## src/rtl/demux_sel_ctrl.sv

```systemverilog
// Lane selector feeding a 1:2 demux: alternates lanes, steers around paused lanes.
// Optional per-lane accepted-word counters (cnt0/cnt1) are built only when SEL_CTRL_CNT_EN is defined.
module demux_sel_ctrl #(
  parameter int DATA_W = 8
) (
  input  logic              clk,
  input  logic              reset,
  input  logic              validIn,
  input  logic [DATA_W-1:0] dataIn,
  input  logic              pause0,
  input  logic              pause1,
  output logic              readyOut,
  output logic [DATA_W-1:0] dataOut,
  output logic              validOut,
  output logic              selector,
  output logic [1:0]        state
`ifdef SEL_CTRL_CNT_EN
  ,
  output logic [7:0]        cnt0,
  output logic [7:0]        cnt1
`endif
);

  typedef enum logic [1:0] {
    IDLE  = 2'b00,
    SEND0 = 2'b01,
    SEND1 = 2'b10,
    STALL = 2'b11
  } state_t;

  state_t              state_q, state_d;
  logic [DATA_W-1:0]   data_q;
  logic                valid_q;
  logic                sel_q;
  logic                nxt_q;
  logic                both_paused;
  logic                accept;
  logic                chosen;

  assign both_paused = pause0 & pause1;
  assign readyOut    = ~both_paused;
  assign accept      = validIn & readyOut;

  // Preferred lane unless it is paused; readyOut guarantees the other one is free.
  assign chosen = (nxt_q ? pause1 : pause0) ? ~nxt_q : nxt_q;

  always_comb begin
    state_d = IDLE;
    if (accept) begin
      state_d = chosen ? SEND1 : SEND0;
    end else if (validIn && both_paused) begin
      state_d = STALL;
    end
  end

  always_ff @(posedge clk or posedge reset) begin
    if (reset) begin
      state_q <= IDLE;
      data_q  <= '0;
      valid_q <= 1'b0;
      sel_q   <= 1'b0;
      nxt_q   <= 1'b0;
    end else begin
      state_q <= state_d;
      valid_q <= accept;
      if (accept) begin
        data_q <= dataIn;
        sel_q  <= chosen;
        nxt_q  <= ~chosen;
      end
    end
  end

`ifdef SEL_CTRL_CNT_EN
  logic [7:0] cnt0_q, cnt1_q;

  always_ff @(posedge clk or posedge reset) begin
    if (reset) begin
      cnt0_q <= 8'd0;
      cnt1_q <= 8'd0;
    end else if (accept) begin
      if (chosen) cnt1_q <= cnt1_q + 8'd1;
      else        cnt0_q <= cnt0_q + 8'd1;
    end
  end

  assign cnt0 = cnt0_q;
  assign cnt1 = cnt1_q;
`endif

  assign dataOut  = data_q;
  assign validOut = valid_q;
  assign selector = sel_q;
  assign state    = state_q;

endmodule

```

## config.mk

```make
export PLATFORM = sky130hd
export DESIGN_NAME = demux_sel_ctrl
export DESIGN_NICKNAME = d
export VERILOG_FILES = /design/src/rtl/demux_sel_ctrl.sv
export SDC_FILE = /design/constraint.sdc
export NUM_CORES = 1
export LEC_CHECK = 0
export CAP_MARGIN = 10
export CELL_PAD_IN_SITES_DETAIL_PLACEMENT = 1
export CELL_PAD_IN_SITES_GLOBAL_PLACEMENT = 2
export CORE_UTILIZATION = 23
export DETAILED_ROUTE_END_ITERATION = 8
export GPL_TIMING_DRIVEN = 0
export PLACE_DENSITY = 0.85
export SYNTH_ARGS = -nofsm -noshare
export SYNTH_HDL_FRONTEND = slang
export SYNTH_SLANG_ARGS = --single-unit
export TNS_END_PERCENT = 20
```

## constraint.sdc

```tcl
create_clock -name clk -period 1 [get_ports clk]
set_input_delay 0.2 -clock clk [delete_from_list [all_inputs] [get_ports clk]]
set_output_delay 0.2 -clock clk [all_outputs]
set_load 0.005 [all_outputs]
```

Word level (Yosys, flattened, before mapping). Index checks and enable logic that the tools add are counted.

Muxes and demuxes: 5. Reduce and logical (&&, ||, !) cells: 1. Bitwise gates (word level): 5.

Operators by type and width (count): $mux W2 (3); $not A1 Y1 (3); $and A1 B1 Y1 (2); $mux W1 (2); $logic_and A1 B1 Y1 (1).

Output and inout bits: 13. Logic and storage cells: 16. Register bits after elaboration: 13. Input bits: 13.

Depth between registers and ports, before layout.
Depth after elaboration: 4. Depth in mapped cells: 2. Depth with buffers taken out: 2.

Least setup slack after synthesis. OpenSTA, ideal clock, no wires.

Path kind: in2reg. Start point: input validIn. End point: register data_q[0], in the netlist dataOut[0]. Cell stages on the path: 2. Library setup time: 0.125 ns. Arrival time: 0.812 ns. Data required time: 0.875 ns. Path buffers: 0. Path slack: 0.063 ns. Cells stage by stage: a21boi_4 -> mux2_2.

Longest elaborated chain between the ends: 1.

RTL lines: start, declared (RTL line 8) `input logic validIn,`; $and A1 B1 Y1 (RTL line 42) `assign accept = validIn & readyOut;`; end signal, assigned (RTL line 67) `data_q <= dataIn;`; end, declared (RTL line 32) `logic [DATA_W-1:0] data_q;`.

Every way passes these cells. A chain may end at the register's enable or synchronous reset.

Worst setup path after layout.
Start point: register data_q[2], in the netlist dataOut[2]. End point: output dataOut[2].

RTL lines: end, declared (RTL line 13) `output logic [DATA_W-1:0] dataOut,`.

No word-level cell between the ends.

==> metrics.txt <==
outcome finished, final reports clean; final setup violation count 0; sequential element share of the synthesized area approximately 65%; number of buffers and inverters on the critical path 1; gpl congestion 0.665; max incr delay on CP a little under 0.4 ns; hold crit path type in2reg; Crit-path slowest cell dfrtp_1; post-synthesis cell type count 10; Die Area 2360 sq um; Final Skew ~0.00046 ns; Req. time, crit path roughly 0.80 ns; CTS Buffer Depth 2; hold slack approximately 0.18 ns; placed cell count 85; PD cells between 1500 and 2000 nW/um^2; crit path cell chain buf_2; share of cells above drive strength 1 between 40% and 50%; RR Startpoint selector; highest clock rate between 1000 and 1500 MHz; row count 16; DRC errors left 0; total number of vias 372; number of I/O port buffers 25; crit path capture type output port; #FFs+latches synth 13; clock latency on the worst-skew pair between 0.2 and 0.3 ns; first-pass GRT wire length roughly 2 mm; Worst Reg-to-Reg Cells 4; antenna violations before repair 0; DR WL/cell roughly 12 microns; core area around 2000 sq um; Syn Area/Cell 15.1 sq um; hold path endpoint nxt_q; First DRT Iteration DRCs 2; clock sinks 13; Max VDD drop ~510 uV; FF+latch area about 330 sq um; CP arrival 0.79 ns; leading area contributor after synthesis dfrtp_1; Worst-Margin Slew slightly below 0.5 ns; Startpoint Class register; Worst Min Path Start validIn; starting density of the core around 25%; Layout area overhead 53.3%; Syn Nets 46; fin crit period ~1 ns; footprint of the multi-input gates between 150 and 200 sq um; Synth area leaders dfrtp_1 65%, mux2_2 18%, a21boi_4 3.8%; R2R Setup Slk about 0.16 ns; # H-tree levels 1; largest net degree at the start of global routing 14; Fillers between 200 and 250; io pins 26; CTS tree yes; vias in the first global route 435; post-synthesis instance total 33; mapped cell area about 500 sq um; crit-path max FO 2; CTS clk-pin slew, worst paths ~0.080 ns; period utilization approximately 100%; Routed Antenna Nets 0; WHS Path Cells 2; global route overflow 0; TNS Setup 0 ns; die width slightly below 50 microns; yosys warns 0; Max Slew Vio Count 0; Max-cap violations 0; Num CTS Buffers 3; Root Driver clkbuf_4; Detailed Route WL approximately 1.1 mm; number of vias per cell roughly 4.0; Antenna Diode Count 0; Reg-to-Reg End selector; Top delay family on crit path flip-flops; RSZ-0062 raised after global routing true; Synth top area share about 65%; LEAKAGE between 0.0003 and 0.0004 uW; final hold viol count 0; WS Path Type reg2out; DR pass1 iterations 2; non-filler cells, final between 90 and 100; Critical path origin dataOut[2]; Post-DP HPWL 802 microns; All-Layer GR Usage a little under an eighth; Slew headroom around two thirds; fin nets 80; DIE HEIGHT 48.5 microns
[layout make-up]
cell class,instances,share of cell area (%)
clock inverters,1,0.656
repair buffers,29,26.7
multi-input cells,17,21.1
clock buffers,3,2.95
flip-flops and latches,13,42.6
inverters,3,1.48
well taps,27,4.43
[cells in the final DEF, fill, tap and decap left out]
cell | netlist | final
dfrtp_1 | 13 | 13
clkbuf_2 | 0 | 10
clkdlybuf4s50_1 | 0 | 9
mux2_2 | 8 | 8
buf_2 | 0 | 5
buf_4 | 0 | 4
inv_1 | 3 | 3
clkbuf_4 | 0 | 3
o21a_1 | 2 | 2
nor2b_1 | 2 | 2
a21boi_4 | 1 | 1
nand2_1 | 1 | 1
nor2_1 | 1 | 1
a2bb2oi_1 | 1 | 1
o32ai_1 | 1 | 1
clkinv_2 | 0 | 1
dlygate4sd2_1 | 0 | 1
[per-layer routing]
| layer | vias up | GRT usage [%] | part of all wire [%] |
|---|---|---|---|
| met5 | - | 0 | 0 |
| met4 | 0 | 10.3 | 2.5 |
| met3 | 2 | 2.20 | 3.4 |
| met2 | 9 | 19.0 | 54 |
| met1 | 183 | 12.4 | 40 |
| li1 | 178 | - | - |
[metrics by stage]
stage	power (uW)	instance area [sq um]	util, %	setup slack (ns)
3_3_place_gp	917	782	39.1	-0.640
4_1_cts	1230	806	40.3	-0.0732
5_1_grt	1270	763	38.1	-0.0346
6_report	1190	763	38.1	0.0149
3_5_place_dp	927	782	39.1	-0.648
2_1_floorplan	730	498	-	0.0628
[state kept, by name (all words and copies together) (netlist names)]
signal    flops
validOut      1
nxt_q         1
selector      1
state         2
dataOut       8
[worst max-delay path by stage]
stage                            end  slack [ns]  depth (start not counted)
final                     dataOut[2]        0.01                          1
after global routing      dataOut[7]       -0.03                          1
after CTS                 dataOut[0]       -0.07                          1
after detailed placement  dataOut[7]       -0.65                          3
after global placement    dataOut[1]       -0.64                          3
after floorplan           dataOut[0]        0.06                          2
[Yosys cell counts, drive strengths merged]
cell,count
nor2b,2
a21boi,1
o32ai,1
mux2,8
a2bb2oi,1
nand2,1
nor2,1
dfrtp,13
inv,3
o21a,2
[repair_timing]
item,CTS,global route
setup endpoints to repair,21,19
gates resized for setup,41,10
cloned,0,0
setup buffers,3,1
hold buffers,0,0
[kinds of logic after synthesis]
group / after synthesis / share of synthesized area [%]
compound gates: 5 / 10.3
buf+inv: 3 / 2.26
simple gates: 4 / 4.02
flops: 13 / 65.3
mux: 8 / 18.1
[power by group]
part           total [uW]  internal [uW]  switching, uW
logic                 250            157           93.6
clock network         320            148            173
registers             620            591           29.3
total                1190            895            295
(Power assumes the default switching activity.)
